==> config.mk <==
export PLATFORM = sky130hd
export DESIGN_NAME = icache_line_fill
export DESIGN_NICKNAME = d
export VERILOG_FILES = /design/src/rtl/icache_line_fill.sv
export SDC_FILE = /design/constraint.sdc
export NUM_CORES = 1
export LEC_CHECK = 0
export CAP_MARGIN = 20
export CORE_MARGIN = 2
export CORE_UTILIZATION = 40
export DETAILED_ROUTE_END_ITERATION = 8
export HOLD_SLACK_MARGIN = 0.15
export PLACE_DENSITY = 0.67
export SLEW_MARGIN = 40
export SYNTH_ARGS = -nofsm -noshare
export SYNTH_HDL_FRONTEND = slang
export SYNTH_SLANG_ARGS = --single-unit
==> constraint.sdc <==
create_clock -name clk -period 4.73 [get_ports clk]
set_input_delay 1.1825 -clock clk [delete_from_list [all_inputs] [get_ports clk]]
set_output_delay 1.1825 -clock clk [all_outputs]
set_load 0.1 [all_outputs]
==> src/rtl/icache_line_fill.sv <==
// ---------------------------------------------------------------------------
// icache_line_fill
//   Instruction-cache miss handler. It fetches one cache line from memory as
//   a burst and writes each word into the 4-way instruction data RAM. It then
//   writes the tag/valid entry and pulses miss_ack back to the fetch stage.
//   Victim ways are partitioned by security domain. Low-domain misses fill
//   ways 0-1 and high-domain misses fill ways 2-3. Each (domain, set) pair has
//   its own 1-bit round-robin pointer, so one domain never reads or disturbs
//   the other domain's replacement state.
//
// Ports
//   clk, rst_n             clock (rising edge), asynchronous active-low reset
//   miss_req/addr/dom      miss request from fetch; held until miss_ack
//   miss_ack               one-cycle pulse once the line is filled and tagged
//   busy                   high whenever the handler is not idle
//   mem_req/addr/gnt       line-aligned burst read request and its grant
//   mem_rvalid/rdata       read beats, in word order
//   ram_en/we/index/way/
//   ram_offset/din         data RAM write port
//   tag_we/index/way/data  tag array write port (valid is set implicitly)
// ---------------------------------------------------------------------------
module icache_line_fill #(
  parameter int AW      = 32,
  parameter int DW      = 32,
  parameter int INDEX_W = 5,
  parameter int WO_W    = 2,
  parameter int TAG_W   = AW - INDEX_W - WO_W - 2
) (
  input  logic               clk,
  input  logic               rst_n,
  input  logic               miss_req,
  input  logic [AW-1:0]      miss_addr,
  input  logic               miss_dom,
  output logic               miss_ack,
  output logic               busy,
  output logic               mem_req,
  output logic [AW-1:0]      mem_addr,
  input  logic               mem_gnt,
  input  logic               mem_rvalid,
  input  logic [DW-1:0]      mem_rdata,
  output logic               ram_en,
  output logic               ram_we,
  output logic [INDEX_W-1:0] ram_index,
  output logic [1:0]         ram_way,
  output logic [WO_W-1:0]    ram_offset,
  output logic [DW-1:0]      ram_din,
  output logic               tag_we,
  output logic [INDEX_W-1:0] tag_index,
  output logic [1:0]         tag_way,
  output logic [TAG_W-1:0]   tag_data
);

  // The line address drops the word and byte offset bits. It holds the tag
  // in its upper bits and the set index in its lower bits.
  localparam int LINE_W = AW - WO_W - 2;
  localparam int NPTR   = 2 * (2 ** INDEX_W);

  typedef enum logic [2:0] {
    IDLE,
    REQ,
    FILL,
    TAG,
    DONE
  } state_e;

  state_e             state_q, state_d;
  logic [LINE_W-1:0]  line_q;
  logic [1:0]         way_q;
  logic [WO_W-1:0]    cnt_q;
  logic               beat_vld_q;
  logic [WO_W-1:0]    beat_off_q;
  logic [DW-1:0]      beat_data_q;
  logic [NPTR-1:0]    ptr_q;

  logic [INDEX_W-1:0] miss_index;
  logic [INDEX_W-1:0] fill_index;
  logic               beat_accept;
  logic               last_beat;
  logic               unused_addr_bits;

  // Byte and word offset bits of the miss address are irrelevant here,
  // because the whole line is always fetched.
  assign unused_addr_bits = ^miss_addr[WO_W+1:0];

  assign miss_index  = miss_addr[WO_W+2 +: INDEX_W];
  assign fill_index  = line_q[INDEX_W-1:0];
  assign beat_accept = (state_q == FILL) && mem_rvalid;
  assign last_beat   = beat_accept && (cnt_q == {WO_W{1'b1}});

  // State register.
  always_ff @(posedge clk or negedge rst_n) begin
    if (!rst_n) begin
      state_q <= IDLE;
    end else begin
      state_q <= state_d;
    end
  end

  // Next-state logic.
  always_comb begin
    state_d = state_q;
    unique case (state_q)
      IDLE: if (miss_req) state_d = REQ;
      REQ:  if (mem_gnt) state_d = FILL;
      FILL: if (last_beat) state_d = TAG;
      TAG:  state_d = DONE;
      DONE: state_d = IDLE;
      default: state_d = IDLE;
    endcase
  end

  // Miss capture. The victim way is frozen here, so changes to the inputs
  // while busy have no effect. Only the requesting domain's pointer is read.
  always_ff @(posedge clk or negedge rst_n) begin
    if (!rst_n) begin
      line_q <= '0;
      way_q  <= '0;
    end else if (state_q == IDLE && miss_req) begin
      line_q <= miss_addr[AW-1:WO_W+2];
      way_q  <= {miss_dom, ptr_q[{miss_dom, miss_index}]};
    end
  end

  // Beat counter and one-stage beat register. Each beat becomes a RAM write
  // in the following cycle. The last write therefore lands in TAG.
  always_ff @(posedge clk or negedge rst_n) begin
    if (!rst_n) begin
      cnt_q       <= '0;
      beat_vld_q  <= 1'b0;
      beat_off_q  <= '0;
      beat_data_q <= '0;
    end else begin
      beat_vld_q <= beat_accept;
      if (beat_accept) begin
        cnt_q       <= cnt_q + 1'b1;
        beat_off_q  <= cnt_q;
        beat_data_q <= mem_rdata;
      end
    end
  end

  // Round-robin pointers. The filling domain's pointer for the set toggles
  // only when the tag is committed. An aborted fill leaves it unchanged.
  always_ff @(posedge clk or negedge rst_n) begin
    if (!rst_n) begin
      ptr_q <= '0;
    end else if (state_q == TAG) begin
      ptr_q[{way_q[1], fill_index}] <= ~ptr_q[{way_q[1], fill_index}];
    end
  end

  // Output decode. Every port idles at zero when it is not in use.
  always_comb begin
    miss_ack   = 1'b0;
    busy       = (state_q != IDLE);
    mem_req    = 1'b0;
    mem_addr   = '0;
    ram_en     = 1'b0;
    ram_we     = 1'b0;
    ram_index  = '0;
    ram_way    = '0;
    ram_offset = '0;
    ram_din    = '0;
    tag_we     = 1'b0;
    tag_index  = '0;
    tag_way    = '0;
    tag_data   = '0;

    if (state_q == REQ) begin
      mem_req  = 1'b1;
      mem_addr = {line_q, {(WO_W+2){1'b0}}};
    end

    if (beat_vld_q) begin
      ram_en     = 1'b1;
      ram_we     = 1'b1;
      ram_index  = fill_index;
      ram_way    = way_q;
      ram_offset = beat_off_q;
      ram_din    = beat_data_q;
    end

    if (state_q == TAG) begin
      tag_we    = 1'b1;
      tag_index = fill_index;
      tag_way   = way_q;
      tag_data  = line_q[LINE_W-1 -: TAG_W];
    end

    if (state_q == DONE) begin
      miss_ack = 1'b1;
    end
  end

endmodule

* Word level (Yosys, flattened, before mapping)
Cells that the tools add are included.
** Storage, ports and cells
- Output and inout port bits :: 109
- Register bits after elaboration :: 134
** Cells by class
- Bitwise operators :: 1
- Reductions and logical operators :: 7
- Multiplexer cells :: 23
- Magnitude comparators :: 3
- Equality and inequality tests :: 8
- Add/subtract/negate cells :: 1
** Operator list (number)
- bitwise mux 64 bit :: 1
- two-way mux 32 bit :: 2
- two-way mux 23 bit :: 1
- less-than comparator 6 x 7 -> 1 bit, second input constant :: 2
- binary-select mux 1 bit (select 6 bit) :: 2
- one-hot mux 3 bit (4 select lines) :: 1
- two-way mux 5 bit :: 2
- two-way mux 3 bit :: 3
- two-way mux 1 bit :: 7
- demux 1 bit (select 6 bit) :: 1
- == test 3 x 2 -> 1 bit, second input constant :: 2
- greater-or-equal comparator 6 x 1 -> 1 bit, second input constant :: 1
- two-way mux 2 bit :: 3
- inequality test 2 bit, second input constant :: 3
- logical AND 1 bit :: 4
- == test 3 x 1 -> 1 bit, second input constant :: 1
- == test 3 bit, second input constant :: 1
- zero test 3 bit :: 1
- AND reduction 3 bit :: 1
- nonzero test 3 bit :: 1
- adder 2 x 1 -> 2 bit, second input constant :: 1
- == test 2 bit, second input constant :: 1
- NOT 1 bit :: 1

* Logic depth before layout (Yosys ltp)
Gate-level depths: netlist of the first run.
- Depth after elaboration :: 5
- Mapped depth :: 8
- Gate-level depth less buffers :: 6

* Least setup slack after synthesis of the first run
Ideal clock, no wire load.
- Kind :: reg-to-output
- From :: register state_q[1]
- To :: output port miss_ack
- Setup slack :: 0.829 ns
- Path buffers :: 1
- Arrival time :: 2.719 ns
- Required time :: 3.548 ns
- Cell stages (with the launch flop) :: 3
- Path through :: dfrtp_1 -> clkbuf_2 -> nor3b_1
** Between the ends
- Longest elaborated chain between the ends :: 2
** RTL lines
- from (decl) :: line 66 : state_e state_q, state_d;
- from (signal assigned) :: line 95 : state_q <= state_d;
- == test 3 bit :: line 190 : if (state_q == DONE) begin
- two-way mux 1 bit :: line 190
- to (decl) :: line 34 : output logic miss_ack,
No other way between the ends.

* Worst setup path in the final report of the first run
- From :: register state_q[2]
- To :: output port tag_way[0]
** Between the ends
- Longest elaborated chain between the ends :: 2
** RTL lines
- == test 3 x 2 -> 1 bit :: line 183 : if (state_q == TAG) begin
- two-way mux 2 bit :: line 183
- to (decl) :: line 49 : output logic [1:0] tag_way,
No other way between the ends.

==> results.sh, run 1 <==
export IMPL_ctsHoldBuffers=0
export IMPL_place_congestion=0.801
export IMPL_timing_critical_path_to_type="output port"
export IMPL_placement_setup_worst_slack_ns=1.29
export IMPL_synth_compound_area_share_pct=10.3
export IMPL_cts_htree_levels=4
export IMPL_yosys_area_share_xor_xnor_pct=0.120
export IMPL_power_per_cell_area_nw_per_um2=648
export IMPL_ys_seq_elements=134
export IMPL_fin_hold_viols=0
export IMPL_tritoncts_clock_tree="done"
export IMPL_chipWidth_um=139
export IMPL_syn_avg_cell_area_um2=10.6
export IMPL_worst_skew_pair_late_latency_ns=0.42
export IMPL_post_cts_repair_timing_setup_buffer_count=0
export IMPL_drt_total_wl_um=19200
export IMPL_first_pass_grt_wire_length_um=30800
export IMPL_synthDominantAreaCellType="dfrtp_1"
export IMPL_cts_root_to_sink_buffers=2
export IMPL_netlist_cell_type_count=55
export IMPL_die_y_um=139
export IMPL_core_rowCount=49
export IMPL_syn_to_final_growth_pct=28.7
export IMPL_final_layout_size_suffix_gt1_share_pct=29.6
export IMPL_synth_largest_type_area_fraction_pct=46.0
export IMPL_final_setup_viol_count=0
export IMPL_ranking_of_synthesized_cells_by_area="dfrtp_1, mux2_2, and2_1, nand2_1, mux4_2"
export IMPL_clkSinkCount=134
export IMPL_ctsRootBufferMaster="clkbuf_16"
export IMPL_timing_max_transition_violations_final=0
export IMPL_min_delay_path_class="flop to flop"
export IMPL_criticalPathCategory="flop to output port"
export IMPL_synth_simple_gate_area_share_pct=20.7
export IMPL_cts_reportedPaths_clkPinSlew_ns=0.06
export IMPL_vias=5661
export IMPL_p_leak_nw=4.35
export IMPL_first_global_vias=5427
export IMPL_drc=0
export IMPL_setup_slack_ns=1.31
export IMPL_core_region_area_um2=17900
export IMPL_min_delay_path_depth=2
export IMPL_cts_repair_resized=0
export IMPL_antenna_violating_nets_post_route=0
export IMPL_start_util_pct=40.8
export IMPL_totalNegativeSetupSlack_ns=0
export IMPL_design_die_area_um2=19300
export IMPL_synth_flop_cell="dfrtp_1"
export IMPL_viasPerCell=5.25
export IMPL_synthArstFlopShare_pct=100
export IMPL_critical_path_startpoint_category="flop"
export IMPL_synth_mux_area_share_pct=18.2
export IMPL_n_antenna_cell=0
export IMPL_worstPathMaxFanout=35
export IMPL_setup_repair_after_global_routing_missed_its_margin="false"
export IMPL_layout_worst_path_cycle_share_pct=72.2
export IMPL_timing_critical_path_arrival_ns=2.23
export IMPL_post_synth_inst_count=689
export IMPL_reg2regPathDepth=5
export IMPL_final_net_count=908
export IMPL_synth_adder_area_share_pct=0.171
export IMPL_post_dp_hpwl_um=13000
export IMPL_yosys_warnings=0
export IMPL_io_buffer_count=170
export IMPL_slew_headroom_pct=46.3
export IMPL_synthesis_area_um2=7300
export IMPL_finalCriticalPeriod_ns=3.42
export IMPL_critPathMaxStageDelay_ns=0.47
export IMPL_skew_ns=0.00810
export IMPL_grtUsageTotal_pct=20.3
export IMPL_synth_enable_flop_cells=0
export IMPL_firstDrtPassIters=5
export IMPL_route_detailed_wl_per_inst_um=17.8
export IMPL_fin_util_pct=52.5
export IMPL_timing_max_cap_violations=0
export IMPL_outcome="finished clean"
export IMPL_worst_slew_pin_transition_ns=0.803
export IMPL_critical_path_slowest_cell="dfrtp_1"
export IMPL_drt_initial_drc_count=460
export IMPL_max_freq_mhz=293
export IMPL_fillers=1602
export IMPL_timing_critical_path_required_ns=3.55
export IMPL_cts_buffers=17
export IMPL_critical_path_cell_chain="nand3b_4 > clkinv_2 > and2_1 > buf_4"
export IMPL_largest_family_of_logic_cells_by_synthesized_area="simple AND/OR/NAND/NOR gates"
export IMPL_grt_overflow_total=0
export IMPL_io_pins=179
export IMPL_grt_antenna_before_repair=0
export IMPL_yosysSeqAreaShare_pct=46.0
export IMPL_grt_max_degree=89
export IMPL_ir_drop_uv=393
## synth_stat cells, types with 2 or more instances
cell type	number
a211oi_1	2
a21oi_1	60
a21oi_2	8
a31oi_1	3
and2_1	100
and3_1	2
buf_2	10
buf_4	11
buf_6	7
clkbuf_1	24
clkbuf_2	2
dfrtp_1	134
inv_1	4
mux2_2	57
mux2i_1	17
mux4_1	5
mux4_2	17
nand2_1	114
nand2b_1	5
nand3_1	6
nand3b_1	2
nor2_1	9
nor2_2	2
nor2b_1	6
nor3_1	5
nor3_4	4
nor3b_1	6
nor3b_2	3
o211ai_1	2
o21ai_0	17
o221ai_1	3
o22ai_1	3
o31ai_1	17
## sequential cells by signal (all words and copies together) (netlist names)
| signal | count |
|---|---|
| beat_off_q | 2 |
| cnt_q | 2 |
| ptr_q | 64 |
| beat_vld_q | 1 |
| way_q | 2 |
| beat_data_q | 32 |
| line_q | 28 |
| state_q | 3 |
## per-layer routing
layer  vias to the layer above  global-route usage (%)  share of wire, %
met1                      2753                    27.6                45
li1                       2703                       -                 -
met4                         0                    7.12               2.1
met2                       176                    32.7                48
met5                         -                       0                 0
met3                        29                    4.04               5.1
## power breakdown
group	leakage (nW)	switching (mW)	total (mW)	internal (mW)
combinational	2.34	2.05	2.89	0.838
sequential	1.73	0.353	1.88	1.53
clock	0.279	0.523	1.32	0.792
total	4.35	2.93	6.08	3.16
## final timing paths
path	start	to	slack [ns]
max	state_q[2]$_DFFE_PN0P_	tag_way[0]	1.31
min	line_q[10]$_DFFE_PN0P_	line_q[10]$_DFFE_PN0P_	0.49
max reg2reg	line_q[4]$_DFFE_PN0P_	ptr_q[24]$_DFFE_PN0P_	2.28
min reg2reg	line_q[10]$_DFFE_PN0P_	line_q[10]$_DFFE_PN0P_	0.49
max in group asynchronous	rst_n	line_q[1]$_DFFE_PN0P_	3.12
min in group asynchronous	rst_n	beat_data_q[19]$_DFFE_PN0P_	0.77
## worst max-delay path, delay by kind of cell (launching register included)
family                 cells  cell delay [ns]
buffers and inverters      2             0.68
and+or+nand+nor            2             0.66
DFF                        1             0.47
## placed cells by master, fill, tap and decap left out, types with 6 or more instances in the layout
cell,n
a21oi_1,60
a21oi_2,8
and2_1,100
buf_4,110
clkbuf_16,17
clkdlybuf4s50_1,64
dfrtp_1,132
mux2_2,57
mux2i_1,17
mux4_2,17
nand2_1,113
nand3_1,6
nor2_1,9
nor2b_1,6
o21ai_0,17
o31ai_1,17
## through the flow
stage               area [um2]  instances  hold WS [ns]  power, mW
floorplan                 7310        692         0.451       4.17
global placement          8820       1047         0.468       4.76
detailed placement        8800       1047         0.474       4.80
CTS                       9390       1079         0.489       6.13
global route              9390       1079         0.516       6.40
finish                    9390       1079         0.486       6.08
## layout make-up
| cell class | instances | area, um2 | share of cell area, % |
|---|---|---|---|
| clock buffer | 18 | 439 | 4.68 |
| clock inverter | 14 | 149 | 1.59 |
| inverter | 5 | 20.0 | 0.213 |
| multi-input combinational | 499 | 3640 | 38.7 |
| sequential | 134 | 3360 | 35.7 |
| tap | 229 | 287 | 3.05 |
| timing repair buffer | 180 | 1510 | 16.0 |
## cells by family after synthesis
group           Yosys count
other cells               1
mux                      96
xor+xnor                  1
flops                   134
simple gates            274
compound gates          123
fa+ha+maj                 1
buf+inv                  59
Note: power is estimated with default switching activity, not from simulation.
==> inputs of run 2 (changes only) <==
==> constraint.sdc (replaced) <==
create_clock -name clk -period 3.3 [get_ports clk]
set_input_delay 0.825 -clock clk [delete_from_list [all_inputs] [get_ports clk]]
set_output_delay 0.825 -clock clk [all_outputs]
set_load 0.1 [all_outputs]
==> run 2 against run 1 <==
Effect of this change: combinational power grew 57%; sequential share of layout area fell by 2.2 points; via count down 0.18%; sequential power up 45%; total power is 52% higher; non-clock buffer count up 13; hold slack got worse by 0.12 ns; first-iteration DRC count rose by 3.7%.
==> results.sh, run 2 (synthesis gave the netlist of run 1 again) <==
export IMPL_outcome="finished clean"
export IMPL_syn_to_final_growth_pct=37.0
export IMPL_tritoncts_clock_tree="done"
export IMPL_antenna_violating_nets_post_route=0
export IMPL_timing_critical_path_mode_cell="buf_12"
export IMPL_chipWidth_um=139
export IMPL_ctsRootBufferMaster="clkbuf_16"
export IMPL_place_congestion=0.819
export IMPL_totalNegativeSetupSlack_ns=0
export IMPL_critical_path_cell_chain="or2b_1 > nor2_1 > buf_12 > and2_1 > buf_12"
export IMPL_skew_ns=0.00765
export IMPL_cts_repair_resized=0
export IMPL_timing_max_cap_violations=0
export IMPL_core_region_area_um2=17900
export IMPL_n_antenna_cell=0
export IMPL_drc=0
export IMPL_ir_drop_uv=515
export IMPL_critPathMaxStageDelay_ns=0.48
export IMPL_final_layout_size_suffix_gt1_share_pct=30.1
export IMPL_worst_skew_pair_late_latency_ns=0.42
export IMPL_criticalPathCategory="flop to output port"
export IMPL_route_top_layer_used="met4"
export IMPL_critical_path_top_delay_family="simple AND/OR/NAND/NOR gates"
export IMPL_cts_root_to_sink_buffers=2
export IMPL_final_net_count=921
export IMPL_drt_initial_drc_count=477
export IMPL_grt_overflow_total=0
export IMPL_firstDrtPassIters=4
export IMPL_cts_reportedPaths_clkPinSlew_ns=0.06
export IMPL_placement_setup_worst_slack_ns=0.301
export IMPL_clkSinkCount=134
export IMPL_timing_critical_path_to_type="output port"
export IMPL_timing_max_transition_violations_final=0
export IMPL_vias=5651
export IMPL_first_global_vias=5619
export IMPL_timing_critical_path_required_ns=2.47
export IMPL_post_cts_repair_timing_setup_buffer_count=0
export IMPL_cts_htree_levels=4
export IMPL_reg2reg_setup_slack_ns=0.95
export IMPL_min_delay_path_class="primary input to async pin"
export IMPL_first_pass_grt_wire_length_um=30800
export IMPL_timing_critical_path_arrival_ns=2.16
export IMPL_grtUsageTotal_pct=20.1
export IMPL_reg2regPathDepth=6
export IMPL_top_regs="ptr_q x64, beat_data_q x32, line_q x28"
export IMPL_setup_repair_after_global_routing_missed_its_margin="false"
export IMPL_critical_path_cell_count=5
export IMPL_largest_register_ffs=64
export IMPL_worst_slew_pin_transition_ns=0.798
export IMPL_power_per_cell_area_nw_per_um2=927
export IMPL_ctsHoldBuffers=0
export IMPL_layout_common_cells="dfrtp_1, nand2_1, and2_1"
export IMPL_critical_path_startpoint_category="flop"
export IMPL_grt_max_degree=67
export IMPL_finalCriticalPeriod_ns=2.99
export IMPL_post_dp_hpwl_um=13400
export IMPL_met1Wirelength_um=8320
export IMPL_route_detailed_wl_per_inst_um=17.4
export IMPL_io_buffer_count=170
export IMPL_layout_worst_path_cycle_share_pct=90.6
export IMPL_route_met3_wl_um=837
export IMPL_final_setup_viol_count=0
export IMPL_critical_path_slowest_cell="dfrtp_1"
export IMPL_crit_start="state_q[1]$_DFFE_PN0P_"
export IMPL_die_y_um=139
export IMPL_start_util_pct=40.8
export IMPL_viasPerCell=5.17
export IMPL_reg2reg_to="ptr_q[55]$_DFFE_PN0P_"
export IMPL_grt_antenna_before_repair=0
export IMPL_worstReg2RegStart="state_q[1]$_DFFE_PN0P_"
export IMPL_layout_cells_most_common="dfrtp_1"
export IMPL_core_rowCount=49
export IMPL_cts_buffers=17
export IMPL_design_die_area_um2=19300
export IMPL_setup_slack_ns=0.310
export IMPL_cp_num_buf_inv=2
export IMPL_layout_cells_non_filler=1092
export IMPL_p_leak_nw=4.55
export IMPL_met2_length_um=9480
export IMPL_placed_cells=1060
export IMPL_max_freq_mhz=334
export IMPL_worst_setup_path_endpoint="mem_addr[19]"
export IMPL_max_flop_register="ptr_q"
export IMPL_io_pins=179
export IMPL_worstPathMaxFanout=25
export IMPL_drt_total_wl_um=19000
export IMPL_slew_headroom_pct=46.8
export IMPL_fin_hold_viols=0
[run 2: cell count changes in the layout (fill, tap and decap cells not counted), moves of 2 or more]
cell	previous run	this run
buf_2	5	0
bufinv_16	2	4
buf_4	110	91
buf_12	0	37
inv_6	3	0
clkinv_4	2	0
clkbuf_1	0	3
clkinvlp_4	4	1
[run 2: per-stage QoR]
stage | area [um2] | util, % | total power [mW] | hold WS [ns]
after floorplan | 7320 | - | 5.98 | 0.451
after global placement | 9370 | 52.3 | 7.24 | 0.467
after detailed placement | 9370 | 52.3 | 7.30 | 0.470
after CTS | 9990 | 55.8 | 9.34 | 0.415
after global routing | 10000 | 55.8 | 9.72 | 0.441
final | 10000 | 55.8 | 9.26 | 0.364
[run 2: worst register-to-register path, stage by stage, from the launching register on]
cell      delay, ns
dfrtp_1        0.52
nand3b_4       0.24
clkinv_2       0.39
nand2_4        0.16
nor2_2         0.52
nand2_1        0.12
mux2_2         0.29
[run 2: layout make-up]
cell class / count / area [um2]
Timing Repair Buffer: 193 / 2080
Multi-Input combinational cell: 499 / 3630
Inverter: 5 / 20.0
Tap cell: 229 / 287
Clock inverter: 9 / 148
Clock buffer: 23 / 478
Fill cell: 1510 / 7910
Sequential cell: 134 / 3350
[run 2: per-layer routing]
metal  track usage (%)  up-vias
met3              4.80       19
met5                 0        -
met1              26.1     2751
li1                  -     2728
met2              33.6      153
met4              5.74        0
[run 2: power breakdown]
part	total (mW)	switching [mW]	internal [mW]
Sequential	2.72	0.535	2.19
Clock	2.02	0.697	1.32
Combinational	4.53	2.96	1.56
Total	9.26	4.20	5.07
[run 2: how the worst min path moves through the flow]
stage	start	to	slack, ns	cells after the start
final	rst_n	beat_data_q[3]$_DFFE_PN0P_	0.36	1
after global routing	rst_n	beat_data_q[3]$_DFFE_PN0P_	0.44	1
after CTS	rst_n	beat_data_q[5]$_DFFE_PN0P_	0.42	1
after detailed placement	line_q[25]$_DFFE_PN0P_	line_q[25]$_DFFE_PN0P_	0.47	2
after global placement	line_q[15]$_DFFE_PN0P_	line_q[15]$_DFFE_PN0P_	0.47	2
after floorplan	line_q[10]$_DFFE_PN0P_	line_q[10]$_DFFE_PN0P_	0.45	2
==> inputs of run 3 (changes only) <==
--- a/config.mk
+++ b/config.mk
@@ -6,8 +6,9 @@
 export NUM_CORES = 1
 export LEC_CHECK = 0
 export CAP_MARGIN = 20
-export CORE_MARGIN = 2
+export CORE_MARGIN = 4
 export CORE_UTILIZATION = 40
+export CTS_BUF_LIST = sky130_fd_sc_hd__clkbuf_8 sky130_fd_sc_hd__clkbuf_16
 export DETAILED_ROUTE_END_ITERATION = 8
 export HOLD_SLACK_MARGIN = 0.15
 export PLACE_DENSITY = 0.67
==> run 3 against run 2 <==
Effect of this change: core utilization about the same; hold slack improved by 0.033 ns; clock power rose by 3%; highest routed layer unchanged; critical endpoint is now tag_index[2]; largest power group unchanged; largest cell class unchanged; setup slack lost 0.0075 ns.
==> results.sh, run 3 (synthesis gave the netlist of run 1 again) <==
export IMPL_vias=5688
export IMPL_route_detailed_wl_per_inst_um=18.0
export IMPL_outcome="finished clean"
export IMPL_io_pins=179
export IMPL_cts_root_to_sink_buffers=2
export IMPL_layout_worst_path_cycle_share_pct=90.8
export IMPL_totalNegativeSetupSlack_ns=0
export IMPL_tritoncts_clock_tree="done"
export IMPL_first_pass_grt_wire_length_um=31400
export IMPL_ctsRootBufferMaster="clkbuf_16"
export IMPL_cts_repair_resized=0
export IMPL_ctsHoldBuffers=0
export IMPL_chipWidth_um=143
export IMPL_timing_max_transition_violations_final=0
export IMPL_place_congestion=0.807
export IMPL_firstDrtPassIters=5
export IMPL_grtUsageTotal_pct=19.7
export IMPL_timing_max_cap_violations=0
export IMPL_slew_headroom_pct=46.5
export IMPL_total_area_of_sequential_cells_um2=3350
export IMPL_cts_htree_levels=4
export IMPL_antenna_violating_nets_post_route=0
export IMPL_p_leak_nw=4.57
export IMPL_largest_register_ffs=64
export IMPL_power_per_cell_area_nw_per_um2=932
export IMPL_post_route_cell_area_um2=10000
export IMPL_max_freq_mhz=334
export IMPL_post_dp_hpwl_um=13600
export IMPL_io_buffer_count=170
export IMPL_core_rowCount=49
export IMPL_setup_repair_after_global_routing_missed_its_margin="false"
export IMPL_cts_buffers=17
export IMPL_final_layout_size_suffix_gt1_share_pct=30.4
export IMPL_drt_initial_drc_count=439
export IMPL_fillers=1558
export IMPL_die_y_um=143
export IMPL_worst_skew_pair_late_latency_ns=0.43
export IMPL_worstPathMaxFanout=35
export IMPL_fin_hold_viols=0
export IMPL_final_setup_viol_count=0
export IMPL_clkSinkCount=134
export IMPL_timing_critical_path_required_ns=2.47
export IMPL_timing_critical_path_arrival_ns=2.17
export IMPL_place_area_um2=9380
export IMPL_start_util_pct=40.6
export IMPL_skew_ns=0.0109
export IMPL_timing_critical_path_to_type="output port"
export IMPL_fin_util_pct=55.8
export IMPL_layout_cells_most_common="dfrtp_1"
export IMPL_grt_max_degree=68
export IMPL_drc=0
export IMPL_viasPerCell=5.20
export IMPL_critical_path_startpoint_category="flop"
export IMPL_layout_common_cells="dfrtp_1, nand2_1, and2_1"
export IMPL_grt_antenna_before_repair=1
export IMPL_first_global_vias=5579
export IMPL_post_layout_total_power_mw=9.35
export IMPL_syn_to_final_growth_pct=37.5
export IMPL_design_die_area_um2=20500
export IMPL_cts_reportedPaths_clkPinSlew_ns=0.06
export IMPL_top_regs="ptr_q x64, beat_data_q x32, line_q x28"
export IMPL_criticalPathCategory="flop to output port"
export IMPL_drt_total_wl_um=19700
export IMPL_core_region_area_um2=18000
export IMPL_worst_slew_pin_transition_ns=0.802
export IMPL_ir_drop_uv=599
export IMPL_final_net_count=921
export IMPL_min_delay_path_class="primary input to async pin"
export IMPL_max_flop_register="ptr_q"
export IMPL_multi_input_comb_area_um2=3630
export IMPL_grt_overflow_total=0
export IMPL_post_cts_repair_timing_setup_buffer_count=0
export IMPL_finalCriticalPeriod_ns=3.00
run 3: final timing paths:
kind	startpoint	to	slack [ns]	depth (start not counted)
setup / recovery	state_q[2]$_DFFE_PN0P_	tag_index[2]	0.30	5
hold / removal	rst_n	beat_data_q[6]$_DFFE_PN0P_	0.40	1
setup reg to reg	line_q[2]$_DFFE_PN0P_	ptr_q[7]$_DFFE_PN0P_	0.90	6
hold reg to reg	line_q[9]$_DFFE_PN0P_	line_q[9]$_DFFE_PN0P_	0.48	2
max in group asynchronous	rst_n	beat_data_q[30]$_DFFE_PN0P_	2.11	2
min in group clk	line_q[9]$_DFFE_PN0P_	line_q[9]$_DFFE_PN0P_	0.48	2
run 3: per-stage QoR:
step / hold slack (ns) / setup slack (ns) / cells
2_1_floorplan: 0.451 / 0.264 / 692
4_1_cts: 0.419 / 0.265 / 1092
6_report: 0.397 / 0.303 / 1093
3_3_place_gp: 0.466 / 0.418 / 1060
5_1_grt: 0.440 / 0.177 / 1093
3_5_place_dp: 0.474 / 0.408 / 1060
run 3: area by class of cell:
class	instances	area share, %
clock inverter	14	2.06
clock buffer	18	4.38
inverter	5	0.200
sequential	134	33.4
timing repair buffer	193	20.8
multi-input combinational	499	36.2
antenna	1	0.0249
tap	229	2.86
run 3: per-layer routing:
metal | part of all wire, % | GRT usage [%] | up-vias
li1 | - | - | 2742
met1 | 42 | 26.1 | 2751
met2 | 50 | 32.5 | 172
met3 | 5.9 | 3.55 | 23
met4 | 1.9 | 6.90 | 0
met5 | 0 | 0 | -
run 3: critical path, stage by stage, from the launching register on:
cell	delay, ns
dfrtp_1	0.47
nand3b_4	0.28
clkinv_2	0.43
nand2_4	0.29
inv_1	0.11
buf_12	0.18
run 3: report_power, final:
part	internal, mW	switching, mW
Clock	1.35	0.730
Combinational	1.56	3.02
Sequential	2.19	0.499
